<file path="config.mk">
export PLATFORM = sky130hd
export DESIGN_NAME = sat_chan_sched
export DESIGN_NICKNAME = d
export VERILOG_FILES = /design/src/rtl/sat_chan_sched_pkg.sv /design/src/rtl/sat_chan_sched_epoch.sv /design/src/rtl/sat_chan_sched.sv
export SDC_FILE = /design/constraint.sdc
export NUM_CORES = 1
export LEC_CHECK = 0
export CAP_MARGIN = 20
export CORE_ASPECT_RATIO = 1.1
export CORE_UTILIZATION = 50
export CTS_BUF_LIST = sky130_fd_sc_hd__clkbuf_8 sky130_fd_sc_hd__clkbuf_16
export CTS_CLUSTER_SIZE = 8
export DETAILED_ROUTE_END_ITERATION = 10
export PLACE_DENSITY_LB_ADDON = 0.1
export SYNTH_ARGS = -nofsm -noshare
export SYNTH_HDL_FRONTEND = slang
export SYNTH_SLANG_ARGS = --single-unit
</file>
<file path="constraint.sdc">
create_clock -name clk -period 17.1 [get_ports clk]
set_input_delay 2.565 -clock clk [delete_from_list [all_inputs] [get_ports clk]]
set_output_delay 2.565 -clock clk [all_outputs]
set_load 0.02 [all_outputs]
</file>
<file path="src/rtl/sat_chan_sched_pkg.sv">
// Shared types for the satellite channel config scheduler.
// Field addresses, commit FSM states and per-channel config record.
package sat_chan_sched_pkg;

  localparam logic [2:0] ADDR_DOP   = 3'd0;
  localparam logic [2:0] ADDR_CODE  = 3'd1;
  localparam logic [2:0] ADDR_GAIN  = 3'd2;
  localparam logic [2:0] ADDR_CA    = 3'd3;
  localparam logic [2:0] ADDR_DRATE = 3'd4;
  localparam logic [2:0] ADDR_CRATE = 3'd5;

  typedef enum logic [1:0] {
    IDLE,
    ARMED,
    APPLY
  } state_t;

  typedef struct packed {
    logic [31:0] dop_freq;
    logic [31:0] code_freq;
    logic [31:0] dop_rate;
    logic [31:0] code_rate;
    logic [15:0] gain;
    logic [5:0]  ca_sel;
    logic        en;
  } chan_cfg_t;

endpackage

</file>
<file path="src/rtl/sat_chan_sched_epoch.sv">
// Epoch counter in dv_in samples with wrap strobe and registered tick.
// wrap is combinational so the commit logic can act on the same edge.
module sat_chan_sched_epoch #(
  parameter int EPOCH_LEN = 16368
) (
  input  logic clk,
  input  logic reset,
  input  logic dv_in,
  output logic wrap,
  output logic epoch_tick
);

  localparam int CW = (EPOCH_LEN > 1) ? $clog2(EPOCH_LEN) : 1;
  localparam logic [CW-1:0] LAST = CW'(EPOCH_LEN - 1);

  logic [CW-1:0] count;

  assign wrap = dv_in && (count == LAST);

  always_ff @(posedge clk) begin
    if (reset) begin
      count      <= '0;
      epoch_tick <= 1'b0;
    end else begin
      epoch_tick <= wrap;
      if (wrap)
        count <= '0;
      else if (dv_in)
        count <= count + CW'(1);
    end
  end

endmodule

</file>
<file path="src/rtl/sat_chan_sched.sv">
// Shadow/active channel config banks with epoch-aligned atomic commit.
// Optional SAT_CHAN_SCHED_RAMP_EN adds per-epoch NCO frequency ramping.
module sat_chan_sched #(
  parameter int NCHAN     = 8,
  parameter int EPOCH_LEN = 16368
) (
  input  logic              clk,
  input  logic              reset,
  input  logic              dv_in,
  input  logic              wr_en,
  input  logic [3:0]        wr_chan,
  input  logic [2:0]        wr_addr,
  input  logic [31:0]       wr_data,
  input  logic              commit_req,
  output logic              commit_busy,
  output logic              commit_done,
  output logic              epoch_tick,
  output logic [NCHAN*32-1:0] dop_freq,
  output logic [NCHAN*32-1:0] code_freq,
  output logic [NCHAN*16-1:0] gain,
  output logic [NCHAN*6-1:0]  ca_sel,
  output logic [NCHAN-1:0]    chan_en
);

  import sat_chan_sched_pkg::*;

  state_t    state;
  logic      wrap;
  logic      load;
  chan_cfg_t shadow [NCHAN];
  chan_cfg_t active [NCHAN];

  sat_chan_sched_epoch #(
    .EPOCH_LEN (EPOCH_LEN)
  ) u_epoch (
    .clk        (clk),
    .reset      (reset),
    .dv_in      (dv_in),
    .wrap       (wrap),
    .epoch_tick (epoch_tick)
  );

  // Copy happens on the wrap edge so new values land with epoch_tick.
  assign load = (state == ARMED) && wrap;

  always_ff @(posedge clk) begin
    if (reset) begin
      state       <= IDLE;
      commit_busy <= 1'b0;
      commit_done <= 1'b0;
    end else begin
      commit_done <= 1'b0;
      unique case (state)
        IDLE: begin
          if (commit_req) begin
            state       <= ARMED;
            commit_busy <= 1'b1;
          end
        end
        ARMED: begin
          if (wrap) begin
            state       <= APPLY;
            commit_busy <= 1'b0;
            commit_done <= 1'b1;
          end
        end
        APPLY: state <= IDLE;
        default: state <= IDLE;
      endcase
    end
  end

  always_ff @(posedge clk) begin
    if (reset) begin
      for (int i = 0; i < NCHAN; i++)
        shadow[i] <= '0;
    end else if (wr_en) begin
      for (int i = 0; i < NCHAN; i++) begin
        if (wr_chan == 4'(i)) begin
          case (wr_addr)
            ADDR_DOP:  shadow[i].dop_freq  <= wr_data;
            ADDR_CODE: shadow[i].code_freq <= wr_data;
            ADDR_GAIN: shadow[i].gain      <= wr_data[15:0];
            ADDR_CA: begin
              shadow[i].en     <= wr_data[8];
              shadow[i].ca_sel <= wr_data[5:0];
            end
`ifdef SAT_CHAN_SCHED_RAMP_EN
            ADDR_DRATE: shadow[i].dop_rate  <= wr_data;
            ADDR_CRATE: shadow[i].code_rate <= wr_data;
`endif
            default: ;
          endcase
        end
      end
    end
  end

  always_ff @(posedge clk) begin
    if (reset) begin
      for (int i = 0; i < NCHAN; i++)
        active[i] <= '0;
    end else begin
      for (int i = 0; i < NCHAN; i++) begin
        if (load) begin
          active[i] <= shadow[i];
`ifdef SAT_CHAN_SCHED_RAMP_EN
        end else if (wrap) begin
          active[i].dop_freq  <= active[i].dop_freq
                               + active[i].dop_rate;
          active[i].code_freq <= active[i].code_freq
                               + active[i].code_rate;
`endif
        end
      end
    end
  end

  always_comb begin
    dop_freq  = '0;
    code_freq = '0;
    gain      = '0;
    ca_sel    = '0;
    chan_en   = '0;
    for (int i = 0; i < NCHAN; i++) begin
      dop_freq[32*i +: 32]  = active[i].dop_freq;
      code_freq[32*i +: 32] = active[i].code_freq;
      gain[16*i +: 16]      = active[i].en ? active[i].gain : 16'h0;
      ca_sel[6*i +: 6]      = active[i].ca_sel;
      chan_en[i]            = active[i].en;
    end
  end

endmodule

</file>
==> results.json, run 1 <==
{
  "cts_tree": "yes",
  "setup_tns_ns": 0,
  "pre_cts_slack_ns": 9.81,
  "cp_top_family": "buffers and inverters",
  "max_freq_mhz": 157,
  "status": "complete, no violations",
  "synthCells": 3721,
  "clk_path_buf_depth": 3,
  "start_kind": "input port",
  "p_total_mw": 7.96,
  "area_growth_syn_to_layout_pct": 18.1,
  "post_synth.cell_area_avg_sq_um": 14.9,
  "numClockSinks": 1411,
  "synth_top_area_share_pct": 75.3,
  "fp.dieH_um": 351,
  "worst_pin_slew_ns": 1.29,
  "hold_class": "reg2reg",
  "num_rows": 127,
  "grt_use_met2_pct": 43.9,
  "fin_util_pct": 59.9,
  "ctsHoldBuffers": 0,
  "cp_slowest_cell": "buf_4",
  "dpl_cell_area_sq_um": 60300,
  "core_sq_um": 109000,
  "ys_types": 34,
  "grt_max_degree": 189,
  "antenna_found_initial": 5,
  "cellPowerDensity_nw_per_um2": 121,
  "die_w_um": 320,
  "post-dp-hpwl_um": 87200,
  "path_cells": "clkdlybuf4s50_1 > nand4_2 > or4_1 > nor4b_4 > buf_4 > buf_4 > buf_4 > and2_1",
  "drive_above_1_share_pct": 7.79,
  "period_minus_slack_ns": 6.35,
  "post_drt_wl_per_cell_um": 26.4,
  "yosysWarnings": 0,
  "grt_pass1_wl_um": 199000,
  "cts-buffers-inserted": 194,
  "drt-pass1-iter-count": 6,
  "met1_usage_pct": 31.2,
  "slowest_delay_ns": 0.78,
  "hold_viol": 0,
  "peakVddDrop_mv": 0.0909,
  "ant_nets": 0,
  "setup_ws_ns": 10.75,
  "post_cts_buffers": 0,
  "drc_errors": 0,
  "cts.clk_slew.worst_paths_ns": 0.05,
  "port_buffers": 742,
  "grt_use_total_pct": 25.5,
  "drv_cap": 0,
  "rsz0062_at_grt": "no",
  "cp_common_cell": "buf_4",
  "clock_latency_ns": 0.78,
  "critPathBufInv": 4,
  "slew_viol_final": 0,
  "p_leak_nw": 23.0,
  "grt_pass1_vias": 26919,
  "final_area_sq_um": 65600,
  "setup_viol": 0,
  "top_usage_layer": "met2",
  "synth_area_sq_um": 55500,
  "arrival_ns": 7.00,
  "use_met3_pct": 7.11,
  "final_nets": 4014,
  "vias": 27753,
  "ios": 743,
  "fillers": 8328,
  "post_cts_resize_count": 0,
  "final_common_cell": "edfxtp_1",
  "crit_required_ns": 17.75,
  "skew_ns": 0.0424,
  "syn_nets": 3766,
  "yosys_register_bits": 1411,
  "grt_overflow": 0,
  "ys_seq_area_share_pct": 76.0,
  "synthTopCellsByArea": "edfxtp_1, buf_4, and2_1",
  "crit_fanout": 103,
  "htreeDepth": 4,
  "die_area_sq_um": 112000,
  "cp-end-kind": "flop",
  "yosys.area.top_type": "edfxtp_1",
  "critPathKind": "in2reg",
  "first_iter_violations": 2573,
  "vias_per_cell": 5.10,
  "place.gp.congestion": 0.784,
  "layoutNonFillerInstCount": 5438,
  "cts_root_buf": "clkbuf_16",
  "routed_wl_um": 143000,
  "fin_crit_sh_pct": 37.1,
  "start_util_pct": 50.7,
  "place_inst": 5190,
  "final_cell_mix": "edfxtp_1, clkdlybuf4s50_1, and2_1, nor2_1, clkbuf_16",
  "hold_ws_ns": 0.483,
  "maxSlewHeadroom_pct": 14.1
}
## area by class of cell
class                   instances  area (sq um)  share of cell area [%]
repair buffers                813          8040                    12.3
clock buffers                 195          4880                    7.44
diodes                          1          2.50                 0.00382
flip-flops and latches       1411         42200                    64.3
inverters                      33           124                   0.189
clock inverters                50           377                   0.574
multi-input cells            1516          8200                    12.5
well taps                    1419          1780                    2.71
## flip-flops by register name, summed over array words and instances, names as in the netlist
| register | count |
|---|---|
| commit_busy | 1 |
| active | 696 |
| u_epoch.count | 14 |
| u_epoch.epoch_tick | 1 |
| commit_done | 1 |
| state | 2 |
| shadow | 696 |
## layer usage
metal  wire length, um  part of all wire [%]
met1             54200                    38
met2             73500                    51
met3             12200                   8.5
met4              3410                   2.4
met5                23                 0.016
## cell usage after synthesis
cell type	count
buf_6	5
nand2b_1	62
nand3_1	2
nor3b_1	2
nand2_1	31
buf_2	1
inv_1	33
nor4b_4	1
dfxtp_1	19
nor2b_1	175
nand4_2	1
or3_1	1
o21ai_0	2
nor3_1	9
or2_2	2
and4b_1	1
o21bai_1	1
buf_1	18
nor4_1	4
clkbuf_2	48
a21oi_1	2
edfxtp_1	1392
clkbuf_1	121
and2_1	650
nand4_1	3
mux2i_1	2
buf_4	568
nor4b_1	1
or4_1	1
a21o_1	9
nor2_1	541
ha_1	1
xor2_1	4
xnor2_1	8
## power breakdown
part | leakage (nW) | total, mW | switching (mW) | internal [mW]
registers | 13.5 | 4.07 | 0.0654 | 4.00
logic | 6.80 | 0.528 | 0.339 | 0.190
clock network | 2.70 | 3.37 | 1.36 | 2.01
## cell families (layout without fill, tap and decap cells)
group | after synthesis | in the layout | share of synthesized area [%]
xor gates and xnor gates | 12 | 12 | 0.189
other | 0 | 1 | 0
buffers and inverters | 794 | 1091 | 9.39
AOI/OAI and AO/OA | 14 | 14 | 0.171
DFF | 1411 | 1411 | 76.0
muxes | 2 | 2 | 0.0361
and+or+nand+nor | 1487 | 1487 | 14.2
adders and majority gates | 1 | 1 | 0.0225
## path summary, 6_finish.rpt
kind,from,end,slack [ns],cells after the start
max,dv_in,active[1][283],10.75,8
min,shadow[0][113],active[0][241],0.48,1
max reg2reg,u_epoch.count[0],active[1][283],12.58,8
min reg2reg,shadow[0][113],active[0][241],0.48,1
(Power assumes the default switching activity.)
==> inputs of run 2 (changes only) <==
- CORE_UTILIZATION: 50 -> 55
- clock period: 17.1 -> 6.55 ns (I/O delays scaled with it)
==> run 2 against run 1 <==
Clock skew shrank 0.0086 ns. Largest cell class unchanged. Power grew to 2.6 times the previous value. Utilization is 6.0 points higher. Largest power group unchanged. Critical path depth down 6. Via count up 1.2%. Final cell count fell by 2.2%. Register-to-register slack worse by 9.3 ns. Die area decreased by 9.0%. First-iteration DRC count rose by 8.9%. Clock power rose to 2.6 times the previous value. Worst setup slack got worse by 7.8 ns.
==> results.json, run 2 (synthesized netlist as in run 1, its figures left out) <==
{
  "status": "complete, no violations",
  "cts_root_buf": "clkbuf_16",
  "fillers": 6917,
  "antenna_found_initial": 6,
  "clk_path_buf_depth": 3,
  "arrival_ns": 2.64,
  "drc_errors": 0,
  "power_frac_clock_pct": 42.2,
  "intPower_mw": 16.2,
  "skew_ns": 0.0338,
  "crit_required_ns": 5.57,
  "cts-buffers-inserted": 194,
  "layoutNonFillerInstCount": 5318,
  "hold_class": "reg2reg",
  "final_nets": 4022,
  "drive_above_1_share_pct": 7.85,
  "die_area_sq_um": 102000,
  "die_w_um": 305,
  "drt-pass1-iter-count": 5,
  "setup_viol": 0,
  "grt_pass1_vias": 27497,
  "routed_wl_um": 143000,
  "fp.dieH_um": 335,
  "final_common_cell": "edfxtp_1",
  "power_frac_seq_pct": 51.2,
  "switching_share_pct": 21.9,
  "post_drt_wl_per_cell_um": 26.9,
  "top_usage_layer": "met2",
  "post_cts_resize_count": 0,
  "max_freq_mhz": 276,
  "numClockSinks": 1411,
  "worst_pin_slew_ns": 1.17,
  "cellPowerDensity_nw_per_um2": 317,
  "fin_crit_sh_pct": 55.3,
  "first_iter_violations": 2801,
  "cp-end-kind": "output pin",
  "grt_use_met2_pct": 47.4,
  "ctsHoldBuffers": 0,
  "period_minus_slack_ns": 3.62,
  "critPathKind": "reg2out",
  "grt_pass1_wl_um": 198000,
  "cts_tree": "yes",
  "use_met3_pct": 6.61,
  "multi_input_area_sq_um": 8210,
  "drv_cap": 0,
  "vias": 28078,
  "grt_use_total_pct": 27.9,
  "slowest_delay_ns": 0.81,
  "port_buffers": 742,
  "cp_top_family": "flip-flops",
  "ios": 743,
  "place.gp.congestion": 0.799,
  "p_leak_nw": 23.1,
  "ant_nets": 0,
  "post-dp-hpwl_um": 87300,
  "crit_fanout": 17,
  "pwr-share-comb_pct": 6.6,
  "cts.clk_slew.worst_paths_ns": 0.05,
  "cp_slowest_cell": "edfxtp_1",
  "slew_viol_final": 0,
  "start_util_pct": 55.8,
  "rrSetupSlack_ns": 3.24,
  "place_inst": 5072,
  "hold_viol": 0,
  "rsz0062_at_grt": "no",
  "htreeDepth": 4,
  "path_cells": "and2_1 > clkdlybuf4s50_1",
  "clock_latency_ns": 0.77,
  "switching_power_mw": 4.55,
  "num_rows": 121,
  "setup_tns_ns": 0,
  "post_cts_buffers": 0,
  "critPathBufInv": 1,
  "grt_max_degree": 162,
  "met1_usage_pct": 34.9,
  "grt_overflow": 0,
  "register_area_sq_um": 42200,
  "maxSlewHeadroom_pct": 21.9,
  "final_cell_mix": "edfxtp_1, clkdlybuf4s50_1, and2_1, nor2_1, clkbuf_16",
  "vias_per_cell": 5.28,
  "reg_top3": "active: 696 flops, shadow: 696 flops, u_epoch.count: 14 flops",
  "start_kind": "flop",
  "area_growth_syn_to_layout_pct": 18.0,
  "core_sq_um": 99500,
  "peakVddDrop_mv": 0.262
}
## run 2: worst paths after layout
check / from / to / cells past startpoint
hold / removal: shadow[0][272] / active[0][464] / 1
setup / recovery: active[1][0] / gain[66] / 2
setup reg to reg: u_epoch.count[0] / active[0][102] / 6
hold reg to reg: shadow[0][272] / active[0][464] / 1
## run 2: power by group through the flow
stage | Clock (mW) | Sequential, mW | Combinational, mW
finish | 8.77 | 10.6 | 1.37
global route | 9.23 | 10.7 | 1.42
CTS | 8.88 | 10.7 | 1.39
detailed placement | 0 | 10.8 | 1.38
global placement | 0 | 10.8 | 1.38
floorplan | 0 | 10.7 | 0.867
## run 2: area by class of cell
class	count	area share (%)
antenna	1	0.00382
clock buffer	198	7.56
clock inverter	47	0.422
inverter	33	0.189
multi-input combinational	1516	12.5
sequential	1411	64.4
tap	1291	2.47
timing repair buffer	821	12.4
## run 2: per-layer routing
layer,vias up,routed length [um]
met5,-,11
met4,2,4460
met3,214,12000
met2,1268,73000
met1,14137,53700
li1,12457,-
## run 2: worst reg2reg max path, stage by stage, from the launching register on
cell	delay (ns)
dfxtp_1	0.37
ha_1	0.23
nand4_4	0.15
or4_1	0.61
nor2_4	0.14
a21o_4	0.66
buf_4	0.72
## run 2: per-stage QoR
step	area [sq um]	total power, mW	hold WS, ns	setup WS (ns)	utilization [%]
after global routing	65500	21.3	0.511	2.80	65.9
after global placement	60300	12.2	0.475	1.87	60.6
after CTS	65500	20.9	0.490	2.75	65.9
final	65500	20.8	0.493	2.93	65.9
after floorplan	55600	11.6	0.459	-0.195	-
after detailed placement	60300	12.2	0.484	2.19	60.6
